`src/rtl/usr_pkg.sv`:
```
// Shared definitions for the universal shift register: mode codes, FSM states, width helper.
package usr_pkg;

    localparam logic [2:0] MODE_HOLD    = 3'b000;
    localparam logic [2:0] MODE_LOAD    = 3'b001;
    localparam logic [2:0] MODE_SHL     = 3'b010;
    localparam logic [2:0] MODE_SHR     = 3'b011;
    localparam logic [2:0] MODE_ROL     = 3'b100;
    localparam logic [2:0] MODE_ROR     = 3'b101;
    localparam logic [2:0] MODE_SHL_SER = 3'b110;
    localparam logic [2:0] MODE_CLEAR   = 3'b111;

    typedef enum logic {
        ST_IDLE  = 1'b0,
        ST_SHIFT = 1'b1
    } state_t;

    // Counter width able to hold the value w (w >= 2)
    function automatic int cnt_width(input int w);
        return $clog2(w) + 1;
    endfunction

endpackage

```
`src/rtl/usr_shift_step.sv`:
```
// One-bit shift/rotate of q according to mode; bit_out is the bit leaving the register.
module usr_shift_step
    import usr_pkg::*;
#(
    parameter int unsigned WIDTH = 8
) (
    input  logic [WIDTH-1:0] q,
    input  logic [2:0]       mode,
    input  logic             ser_in,
    output logic [WIDTH-1:0] next_q,
    output logic             bit_out
);

    // Single-step datapath; non-shift modes pass q through
    always_comb begin
        next_q  = q;
        bit_out = 1'b0;
        case (mode)
            MODE_SHL: begin
                next_q  = {q[WIDTH-2:0], 1'b0};
                bit_out = q[WIDTH-1];
            end
            MODE_SHR: begin
                next_q  = {1'b0, q[WIDTH-1:1]};
                bit_out = q[0];
            end
            MODE_ROL: begin
                next_q  = {q[WIDTH-2:0], q[WIDTH-1]};
                bit_out = q[WIDTH-1];
            end
            MODE_ROR: begin
                next_q  = {q[0], q[WIDTH-1:1]};
                bit_out = q[0];
            end
            MODE_SHL_SER: begin
                next_q  = {q[WIDTH-2:0], ser_in};
                bit_out = q[WIDTH-1];
            end
            default: begin
                next_q  = q;
                bit_out = 1'b0;
            end
        endcase
    end

endmodule

```
`src/rtl/universal_shift_reg.sv`:
```
// WIDTH-bit register with hold/load/clear and bit-serial multi-bit shift/rotate
// under a Start/Busy/Done handshake.
module universal_shift_reg
    import usr_pkg::*;
#(
    parameter  int unsigned WIDTH = 8,
    localparam int unsigned CNT_W = $unsigned(cnt_width(WIDTH))
) (
    input  logic             CK,
    input  logic             Reset,
    input  logic             Enable,
    input  logic             Start,
    input  logic [2:0]       Mode,
    input  logic [CNT_W-1:0] Amount,
    input  logic [WIDTH-1:0] D,
    input  logic             SerIn,
    output logic [WIDTH-1:0] Q,
    output logic             SerOut,
    output logic             Busy,
    output logic             Done
);

    state_t           state;
    logic [2:0]       mode_r;
    logic [CNT_W-1:0] cnt;
    logic [WIDTH-1:0] next_q;
    logic             bit_out;

    usr_shift_step #(
        .WIDTH (WIDTH)
    ) u_step (
        .q       (Q),
        .mode    (mode_r),
        .ser_in  (SerIn),
        .next_q  (next_q),
        .bit_out (bit_out)
    );

    // Control FSM, shift counter and all registered outputs
    always_ff @(posedge CK or posedge Reset) begin
        if (Reset) begin
            state  <= ST_IDLE;
            mode_r <= MODE_HOLD;
            cnt    <= '0;
            Q      <= '0;
            SerOut <= 1'b0;
            Busy   <= 1'b0;
            Done   <= 1'b0;
        end else if (!Enable) begin
            Done <= 1'b0;
        end else begin
            Done <= 1'b0;
            case (state)
                ST_IDLE: begin
                    if (Start) begin
                        case (Mode)
                            MODE_HOLD:  Done <= 1'b1;
                            MODE_LOAD: begin
                                Q    <= D;
                                Done <= 1'b1;
                            end
                            MODE_CLEAR: begin
                                Q    <= '0;
                                Done <= 1'b1;
                            end
                            default: begin
                                if (Amount == '0) begin
                                    Done <= 1'b1;
                                end else begin
                                    mode_r <= Mode;
                                    cnt    <= (Amount > CNT_W'(WIDTH)) ? CNT_W'(WIDTH) : Amount;
                                    Busy   <= 1'b1;
                                    state  <= ST_SHIFT;
                                end
                            end
                        endcase
                    end
                end
                ST_SHIFT: begin
                    Q      <= next_q;
                    SerOut <= bit_out;
                    cnt    <= cnt - CNT_W'(1);
                    if (cnt == CNT_W'(1)) begin
                        Busy  <= 1'b0;
                        Done  <= 1'b1;
                        state <= ST_IDLE;
                    end
                end
                default: state <= ST_IDLE;
            endcase
        end
    end

endmodule

```
`config.mk`:
```
export PLATFORM = sky130hd
export DESIGN_NAME = universal_shift_reg
export DESIGN_NICKNAME = d
export VERILOG_FILES = /design/src/rtl/usr_pkg.sv /design/src/rtl/usr_shift_step.sv /design/src/rtl/universal_shift_reg.sv
export SDC_FILE = /design/constraint.sdc
export NUM_CORES = 1
export LEC_CHECK = 0
export CAP_MARGIN = 40
export CORE_MARGIN = 5
export CORE_UTILIZATION = 48
export DETAILED_ROUTE_END_ITERATION = 10
export PLACE_DENSITY = 0.83
export SLEW_MARGIN = 20
export SYNTH_ARGS = -nofsm -noshare
export SYNTH_HDL_FRONTEND = slang
export SYNTH_SLANG_ARGS = --single-unit
```
`constraint.sdc`:
```
create_clock -name CK -period 1.6 [get_ports CK]
set_input_delay 0.32 -clock CK [delete_from_list [all_inputs] [get_ports CK]]
set_output_delay 0.32 -clock CK [all_outputs]
set_load 0.01 [all_outputs]
```
Yosys cells after proc, flatten, opt, wreduce, memory -nomap -nowiden --
Index checks and enable logic that the tools add are counted.
Storage, ports and cells: word-level logic and storage cells 62, register bits 19, output and inout bits 11
Cells by class: bitwise operators 3, eq/ne operators 14, $add $sub $neg 1, multiplexer cells 26, reductions and logical operators 10, order comparisons 1
Operators with widths (number):
- case mux 8 bit (5 select lines) | 1
- case mux 8 bit (2 select lines) | 2
- two-way mux 4 bit | 4
- two-way mux 1 bit | 13
- == test 3 bit (second input constant) | 4
- AND reduction 5 bit | 2
- two-way mux 8 bit | 1
- case mux 1 bit (2 select lines) | 4
- case mux 4 bit (2 select lines) | 1
- AND reduction 4 bit | 2
- == test 3 x 2 -> 1 bit (second input constant) | 2
- inequality test 2 bit (second input constant) | 3
- inequality test 6 x 1 -> 1 bit (second input constant) | 1
- OR reduction 3 bit | 2
- == test 4 x 1 -> 1 bit (second input constant) | 1
- > comparator 4 bit (second input constant) | 1
- zero test 4 bit | 1
- subtractor 4 x 1 -> 4 bit (second input constant) | 1
- == test 3 x 1 -> 1 bit (second input constant) | 1
- zero test 3 bit | 1
- inequality test 3 x 1 -> 1 bit (second input constant) | 1
- NOT 1 bit | 3
- inequality test 2 x 1 -> 1 bit (second input constant) | 1
- AND reduction 2 bit | 1
- OR reduction 2 bit | 1

Logic depth before layout (Yosys ltp) --
Gate-level depths: netlist of run 1.
depth after elaboration 6, gate-level depth with buffers 5

By module --
A second synthesis of run 1 with hierarchy kept.
Second synthesis, totals: cells, all modules 146, area, all modules 1442.6 µm²
Modules (own cells, without submodules):
- universal_shift_reg | area each 1034.7 µm², seq. area each 475.5 µm², instances 1, cells an instance 86
- usr_shift_step | area each 407.9 µm², seq. area each 0.0 µm², instances 1, cells an instance 60

Worst setup path after synthesis of run 1 --
OpenSTA, ideal clock, no wires.
path kind input-to-reg, start point input Mode[1], end point register mode_r[0], arrival 1.398 ns, path buffers 1, setup slack 0.078 ns, setup time 0.125 ns, data required time 1.475 ns, stages 5, path through and3_1 > buf_6 > nor3_2 > nor3b_4 > mux2_2
On the way: word-level cells in the longest chain between the ends 4, elaborated cells on any way between the ends 6, those cells by class eq/ne (2); bitwise (1); reduce/logical (3)
RTL lines:
- start, declared | line universal_shift_reg.sv:13 | input logic [2:0] Mode,
- == test 3 bit (tied with other cells) | line universal_shift_reg.sv:56 | case (Mode)
- OR reduction 3 bit (no line) (*)
- NOT 1 bit (no line) (*)
- AND reduction 5 bit (no line) (*)
- end signal, assigned | line universal_shift_reg.sv:70 | mode_r <= Mode;
- end, declared | line universal_shift_reg.sv:24 | logic [2:0] mode_r;
Mark *: on every way between the ends. The rest lies on a longest branch, timed or not. A chain may end at the register's enable or synchronous reset.

Worst setup path after layout of run 1 --
start point register state, end point register cnt[3]
On the way: word-level cells in the longest chain between the ends 3, elaborated cells on any way between the ends 6, those cells by class eq/ne (3); mux (1); bitwise (1); reduce/logical (1)
RTL lines:
- start, declared | line universal_shift_reg.sv:23 | state_t state;
- start signal, assigned | line universal_shift_reg.sv:42 | state <= ST_IDLE;
- start signal, assigned | line universal_shift_reg.sv:73 | state <= ST_SHIFT;
- start signal, assigned | line universal_shift_reg.sv:86 | state <= ST_IDLE;
- NOT 1 bit (no line)
- inequality test 2 bit (no line)
- AND reduction 4 bit (no line)
- end signal, assigned | line universal_shift_reg.sv:71 | cnt <= (Amount > CNT_W'(WIDTH)) ? CNT_W'(WIDTH) : Amount;
- end signal, assigned | line universal_shift_reg.sv:82 | cnt <= cnt - CNT_W'(1);
- end, declared | line universal_shift_reg.sv:25 | logic [CNT_W-1:0] cnt;
Several ways; a longest one is shown, not always the timed one.

==> flow_summary.toml, run 1 <==
[yosys]
synth_nets = 141
synth.area.top_cells = "dfrtp_1, mux2i_1, nor3b_1, o21ai_0, nand2_1"
synth_ff_type = "dfrtp_1"
synthCells = 119
synth_area_um2 = 1190
syn_avg_cell_area_um2 = 10.0
yosys_warnings = 0
netlist.area_leader.share_pct = 40.0
ys_types = 38
synth-edff-count = 0
ys_seq_elements = 19
yosys.area.top_type = "dfrtp_1"
ys_seq_area_share_pct = 40.0
synthArstFlopShare_pct = 100

[timing]
fin_crit_ps = 1700
fmax_mhz = 590
whs_ps = 332
setup_ws_ps = -95.7
min_period_over_period_pct = 106
timing_worst_slew_pin_value_ps = 470
skew_ps = 9.47
maxSlewHeadroom_pct = 68.3
setup_violations = 2
slew_viol_final = 0
final_hold_viol_count = 0
setup_tns_ps = -128

[worst_setup_path]
cp_max_fo = 20
cp.required_ps = 1760
critical_path_depth = 4
crit_slowest_cell = "dfrtp_1"
reg2reg_slack_ps = -100
cpLargestDelayFamily = "compound AO/OA/AOI/OAI gates"
startpoint = "state"
end_kind = "flop"
cp_cell_sequence = "buf_4 > nand2_1 > o41ai_1 > o22ai_2"
cp.arrival_ps = 1860
cp_num_buf_inv = 1
r2r-start = "state"
timing.rr.end = "cnt[3]"
cpPeakStageDelay_ps = 520
ff2ff_path_depth = 4
crit_type = "reg2reg"
start_kind = "flop"
crit_path_end = "cnt[3]"

[cells_and_area]
num_antenna_cells = 0
drive_gt1_share_pct = 21.6
mostFrequentLayoutCell = "clkdlybuf4s50_1"
fillCellCount = 177
final_area_um2 = 1760
layout_common_cells = "clkdlybuf4s50_1, dfrtp_1, buf_4"
finalNetCount = 190
area_delta_synth_final_pct = 47.6
fin_cells = 197

[die]
initial_utilization_pct = 48.9
die_area_um2 = 3570
num_rows = 18
io_pins = 31
die_w_um = 59.8
fp.coreArea_um2 = 2430
die_h_um = 59.8

[power]
switching_power_mw = 1.22
p_total_mw = 2.91
p_clk_share_pct = 8.8
leakage_nw = 0.836
p_sw_share_pct = 41.8
combinationalPowerShare_pct = 58.1
p_per_area_nw_per_um2 = 1660
power.internal_mw = 1.70
max-vdd-ir-drop_uv = 1180
seqPwrFrac_pct = 33.1

[run]
drv_cap = 0

[clock_tree]
cts-root-buf = "clkbuf_4"
ctsHoldBuffers = 0
cts.sinks = 19
insertion_delay_ps = 300
path_clk_slew_ps = 120
h-tree-depth = 1
cts_buffers = 3
clockBufferDepth = 2
cts_tree = "built"

[placed_design]
routabilityCongestion = 0.819
dp_hpwl_um = 2260
place_inst = 184
placed_area_um2 = 1590
port_buffers = 30

[status]
violations = "setup timing"
status = "finished with violations"

[grt]
grtUsageTotal_pct = 18.7
grt_pass1_vias = 1109
antenna_found_initial = 0
grt_start_max_net_pins = 21
grt-ovfl-total = 0
grt_first_pass_wirelength_um = 5110

[route]
ant_nets = 0
via_count = 1118
wire_per_inst_um = 17.9
first_iter_violations = 36
routed_wl_um = 3520
via_per_inst = 5.68
first_pass_iters = 4
drcViolationCount = 0

[worst_hold_path]
hold_class = "in2async"
==> worst min-delay path by stage <==
| stage | start | endpoint | slack, ps | depth (start not counted) |
|---|---|---|---|---|
| detailed placement | SerOut | SerOut | 480 | 2 |
| global route | Reset | Q[1] | 370 | 3 |
| floorplan | Reset | Busy | 270 | 1 |
| global placement | SerOut | SerOut | 470 | 2 |
| CTS | Reset | Q[4] | 330 | 3 |
| finish | Reset | Q[1] | 330 | 3 |
==> worst reg2reg max path, delay by kind of cell, from the launching register on <==
kind,cells,cell delay (ps)
AOI/OAI and AO/OA,2,590
buffers and inverters,1,300
DFF,1,520
and+or+nand+nor,1,160
==> registers in the layout (all words and copies together) (netlist names) <==
| name | count |
|---|---|
| mode_r | 3 |
| Busy | 1 |
| Q | 8 |
| cnt | 4 |
| Done | 1 |
| state | 1 |
| SerOut | 1 |
==> metrics by stage <==
step	util, %	setup WS, ps
after floorplan	-	77.5
after global placement	65.5	-365
after detailed placement	65.5	-468
after CTS	69.2	-12.1
after global routing	72.2	-136
final	72.2	-95.7
==> metal layers <==
| layer | track usage [%] | wire length, um | up-vias |
|---|---|---|---|
| met5 | 0 | 0 | - |
| met3 | 3.67 | 208 | 4 |
| met1 | 24.3 | 1500 | 540 |
| li1 | - | - | 536 |
| met4 | 4.11 | 21 | 0 |
| met2 | 31.8 | 1790 | 38 |
==> logic make-up after synthesis <==
logic type / Yosys count / share of synthesized area [%]
xor gates and xnor gates: 2 / 1.47
AOI/OAI and AO/OA: 29 / 16.6
adders and majority gates: 2 / 2.10
muxes: 18 / 15.5
buffers and inverters: 11 / 4.42
and+or+nand+nor: 38 / 20.0
DFF: 19 / 40.0
==> synthesized netlist by cell type (2+ instances only) <==
cell / instances
a31oi_1: 2
and3_1: 2
dfrtp_1: 19
ha_1: 2
mux2_2: 3
nor2_1: 2
nor2b_1: 2
inv_1: 4
nand2_1: 10
mux2i_1: 15
buf_2: 2
a21oi_1: 2
clkbuf_1: 2
nand3_1: 3
nor3b_1: 13
o22ai_1: 3
o21ai_0: 11
xor2_1: 2
==> layout make-up <==
class / instances / area [um2] / share of cell area, %
Timing Repair Buffer: 51 / 495 / 28.2
Sequential cell: 19 / 477 / 27.1
Clock buffer: 4 / 26.3 / 1.50
Tap cell: 30 / 37.5 / 2.14
Multi-Input combinational cell: 89 / 706 / 40.2
Inverter: 4 / 15.0 / 0.855
==> power groups by stage <==
stage,registers (mW),logic [mW],clock network [mW]
final,0.966,1.69,0.256
after global routing,1.00,1.83,0.273
after CTS,0.950,1.60,0.260
after detailed placement,0.997,1.44,0
after global placement,0.992,1.39,0
after floorplan,0.905,0.958,0
==> what timing repair did <==
item | 4_1_cts | 5_1_grt
setup endpoints to repair | 10 | 18
buffers inserted | 6 | 3
resized for setup | 8 | 15
pin swaps | 2 | 3
cloned | 0 | 0
Power figures use the tool's default switching activity.
==> run 2: changes to the inputs <==
- CAP_MARGIN: 40 -> not set
- SETUP_SLACK_MARGIN: not set -> 0.02
==> run 2 against run 1 <==
Compared with the run above:
- largest cell class unchanged
- die area stayed put
- first-iteration DRC count shrank 22%
- non-clock buffer count unchanged
- fmax up 9.5%
- power rose by 1.0%
- setup slack better by 150 ps
- hold slack worse by 4.5 ps
- highest routed layer unchanged
- wire length up 1.8%
- the run now ends clean
- critical path depth increased by 3
- register-to-register slack gained 160 ps
==> flow_summary.toml, run 2 (same netlist as run 1, synthesis figures left out) <==
[status]
status = "complete, no violations"

[cells_and_area]
fillCellCount = 180
regMostFlops = "Q"
mostFrequentLayoutCell = "buf_4"
finalNetCount = 190
area_delta_synth_final_pct = 48.8
utilization_pct = 72.8
reg.largest.list = "Q x8, cnt x4, mode_r x3"
num_antenna_cells = 0
layout_common_cells = "buf_4, dfrtp_1, mux2i_1, clkdlybuf4s50_1, nor3b_1"
drive_gt1_share_pct = 22.8
largest_reg_flops = 8

[worst_setup_path]
timing.rr.end = "Q[5]"
cp.required_ps = 1790
cp.arrival_ps = 1740
end_kind = "flop"
reg2reg_slack_ps = 60
r2r-start = "state"
crit_slowest_cell = "clkdlybuf4s50_1"
cp_cell_sequence = "clkdlybuf4s50_1 > buf_4 > nand4b_1 > o2bb2ai_2 > buf_12 > mux2i_1 > o21ai_1"
ff2ff_path_depth = 5
cp_max_fo = 8
cpPeakStageDelay_ps = 480
crit_type = "in2reg"
start_kind = "primary input"

[power]
p_per_area_nw_per_um2 = 1660
leakage_nw = 0.878
max-vdd-ir-drop_uv = 1240
p_total_mw = 2.94

[grt]
grt_start_max_net_pins = 21
antenna_found_initial = 0
grtUsageTotal_pct = 19.2
grt-ovfl-total = 0
grt_pass1_vias = 1123
grt_first_pass_wirelength_um = 5250

[timing]
min_period_over_period_pct = 96.8
final_hold_viol_count = 0
maxSlewHeadroom_pct = 78.0
fmax_mhz = 646
fin_crit_ps = 1550
whs_ps = 327
slew_viol_final = 0
skew_ps = 1.74
setup_violations = 0
timing_worst_slew_pin_value_ps = 330

[die]
die_w_um = 59.8
die_h_um = 59.8
die_area_um2 = 3570
fp.coreArea_um2 = 2430
initial_utilization_pct = 48.9
io_pins = 31
num_rows = 18

[clock_tree]
cts.sinks = 19
clockBufferDepth = 2
cts-root-buf = "clkbuf_4"
insertion_delay_ps = 300
h-tree-depth = 1
path_clk_slew_ps = 120
cts_buffers = 3
cts_tree = "built"

[route]
first_iter_violations = 28
wire_per_inst_um = 18.2
first_pass_iters = 5
ant_nets = 0
routed_wl_um = 3580
via_count = 1127
via_per_inst = 5.72
drcViolationCount = 0

[run]
drv_cap = 0

[worst_hold_path]
hold_class = "in2async"

[placed_design]
port_buffers = 30
dp_hpwl_um = 2260
routabilityCongestion = 0.819
## run 2: changes by cell type in the layout (fill, tap and decap cells not counted), sizes merged
cell	previous run	this run
clkdlybuf4s50	20	15
dlymetal6s2s	8	11
dlygate4sd2	2	4
## run 2: worst max-delay path, delay by kind of cell
family	cells	cell delay (ps)
and+or+nand+nor	1	120
AOI/OAI and AO/OA	2	310
muxes	1	230
buffers and inverters	3	750
## run 2: worst max path at each step
stage	startpoint	endpoint	slack [ps]	cells past startpoint
after floorplan	Mode[1]	mode_r[0]	80	5
after global placement	Amount[3]	mode_r[0]	-360	6
after detailed placement	Amount[3]	mode_r[0]	-470	6
after CTS	Amount[0]	cnt[3]	-4	7
after global routing	Start	Q[5]	-10	7
final	Start	Q[5]	50	7
## run 2: area by class of cell
| cell class | count | area [um2] | share of cell area, % |
|---|---|---|---|
| Multi-Input combinational cell | 89 | 713 | 40.3 |
| Timing Repair Buffer | 51 | 500 | 28.3 |
| Sequential cell | 19 | 478 | 27.0 |
| Tap cell | 30 | 37.5 | 2.12 |
| Clock buffer | 4 | 26.3 | 1.48 |
| Inverter | 4 | 15.0 | 0.848 |
## run 2: metal layers
layer | up-vias | wire length, um | track usage, %
met3 | 6 | 210 | 3.67
met1 | 547 | 1490 | 25.5
met4 | 0 | 38 | 4.75
met2 | 38 | 1850 | 31.9
li1 | 536 | - | -
met5 | - | 0 | 0
## run 2: timing repair
| item | CTS | global route |
|---|---|---|
| pin swaps | 2 | 3 |
| buffers inserted | 8 | 1 |
| hold buffers | 0 | 0 |
| gates resized for setup | 11 | 21 |
| setup endpoints to repair | 13 | 23 |
| cloned | 0 | 0 |
## run 2: power by group
part / leakage, nW / switching, mW / internal, mW
clock network: 0.0150 / 0.165 / 0.0971
logic: 0.634 / 0.808 / 0.898
registers: 0.229 / 0.265 / 0.711
## run 2: through the flow
step	setup WS [ps]	cell area, um2	std cells	setup TNS [ps]
2_1_floorplan	77.5	1190	119	0
3_3_place_gp	-365	1590	184	-4320
3_5_place_dp	-468	1590	184	-5100
4_1_cts	-3.95	1710	196	-3.95
5_1_grt	-12.4	1770	197	-17.2
6_report	51.0	1770	197	0
==> run 3: changes to the inputs <==
- CELL_PAD_IN_SITES_DETAIL_PLACEMENT: not set -> 1
- CELL_PAD_IN_SITES_GLOBAL_PLACEMENT: not set -> 1
- CORE_UTILIZATION: 48 -> 36
- PLACE_DENSITY: 0.83 -> 0.82
==> run 3 against run 2 <==
Compared with the run above:
- setup slack better by 2.7 ps
- sequential power up 0.5%
- via count is 2.8% higher
- die area grew 27%
- combinational power up 4%
- sequential share of layout area shrank 0.90 points
- largest power group unchanged
==> flow_summary.toml, run 3 (same netlist as run 1, synthesis figures left out) <==
[status]
status = "complete, no violations"

[clock_tree]
cts_tree = "built"
cts-root-buf = "clkbuf_4"
ctsHoldBuffers = 0
path_clk_slew_ps = 120
h-tree-depth = 1
insertion_delay_ps = 300
cts_buffers = 3
cts.sinks = 19
clockBufferDepth = 2

[grt]
grtUsageTotal_pct = 19.2
grt_start_max_net_pins = 22
antenna_found_initial = 0
grt-ovfl-total = 0
grt_first_pass_wirelength_um = 6490
grt_pass1_vias = 1314

[cells_and_area]
fillCellCount = 369
mostFrequentLayoutCell = "buf_4"
finalNetCount = 193
num_antenna_cells = 0
area_delta_synth_final_pct = 53.9
layout_common_cells = "buf_4, dfrtp_1, mux2i_1"
regMostFlops = "Q"
drive_gt1_share_pct = 25.3
largest_reg_flops = 8
reg.largest.list = "Q x8, cnt x4, mode_r x3"

[die]
initial_utilization_pct = 38.3
die_area_um2 = 4550
io_pins = 31
fp.coreArea_um2 = 3100
num_rows = 20
die_h_um = 67.5
die_w_um = 67.5

[placed_design]
routabilityCongestion = 0.824
dp_hpwl_um = 2760
port_buffers = 30

[timing]
maxSlewHeadroom_pct = 74.3
fmax_mhz = 647
slew_viol_final = 0
min_period_over_period_pct = 96.6
final_hold_viol_count = 0
setup_violations = 0
skew_ps = 4.59
fin_crit_ps = 1550
timing_worst_slew_pin_value_ps = 382
setup_tns_ps = 0

[power]
p_per_area_nw_per_um2 = 1650
leakage_nw = 0.899
max-vdd-ir-drop_uv = 695
p_total_mw = 3.02

[worst_setup_path]
crit_slowest_cell = "clkdlybuf4s50_1"
reg2reg_slack_ps = 80
cp.arrival_ps = 1730
cp.required_ps = 1780
startpoint = "Enable"
end_kind = "flop"
cpPeakStageDelay_ps = 480
cp_max_fo = 8
start_kind = "primary input"
crit_type = "in2reg"
r2r-start = "state"
cp_cell_sequence = "clkdlybuf4s50_1 > buf_4 > nand4b_1 > o2bb2ai_4 > buf_12 > mux2i_1 > o21ai_0"

[route]
drcViolationCount = 0
routed_wl_um = 3990
via_per_inst = 5.42
first_pass_iters = 4
via_count = 1159
ant_nets = 0
first_iter_violations = 59
wire_per_inst_um = 18.6

[run]
drv_cap = 0

[worst_hold_path]
hold_class = "in2async"
## run 3: changes by cell type in the layout (fill, tap and decap cells not counted), sizes merged
cell           previous run  this run
buf                      21        24
dlygate4sd2               4         6
clkdlybuf4s50            15        13
## run 3: path summary, 6_finish.rpt
check                             to  cells after the start
hold reg to reg               SerOut                      2
setup reg to reg              cnt[1]                      5
min in group CK            mode_r[0]                      3
max in group asynchronous  mode_r[2]                      3
setup / recovery                Q[1]                      7
hold / removal             mode_r[0]                      3
## run 3: worst max-delay path, delay by kind of cell
family,cells,cell delay (ps)
compound gates,2,300
buf+inv,3,770
mux,1,170
simple gates,1,170
## run 3: power breakdown
part           switching (mW)  total [mW]  internal (mW)
clock                   0.166       0.263         0.0970
combinational           0.845        1.77          0.929
sequential              0.271       0.982          0.711
## run 3: through the flow
step	setup WS, ps	area, um2	hold WS [ps]	std cells	util, %
after detailed placement	-439	1640	471	202	52.9
after CTS	12.1	1770	360	214	57.1
after global placement	-367	1640	458	202	52.9
after floorplan	77.5	1190	271	119	-
final	53.6	1830	338	214	59.0
after global routing	-8.58	1830	343	214	59.0
## run 3: routing by layer
metal	up-vias	global-route usage [%]	part of all wire, %
met2	25	36.2	54
met1	592	21.9	41
li1	538	-	-
met5	-	0	0
met4	0	5.57	0.98
met3	4	2.83	3.2
## run 3: timing repair
item | 4_1_cts | 5_1_grt
resized for setup | 15 | 21
hold endpoints to repair | 0 | 0
endpoints found under the setup margin | 16 | 21
pin swaps | 0 | 1
buffers inserted | 8 | 0
## run 3: area by class of cell
cell class	instances	area (um2)	share of cell area, %
timing repair buffer	54	517	28.2
multi-input combinational	89	741	40.4
tap	44	55.1	3.01
clock buffer	4	26.3	1.43
inverter	4	15.0	0.820
sequential	19	478	26.1
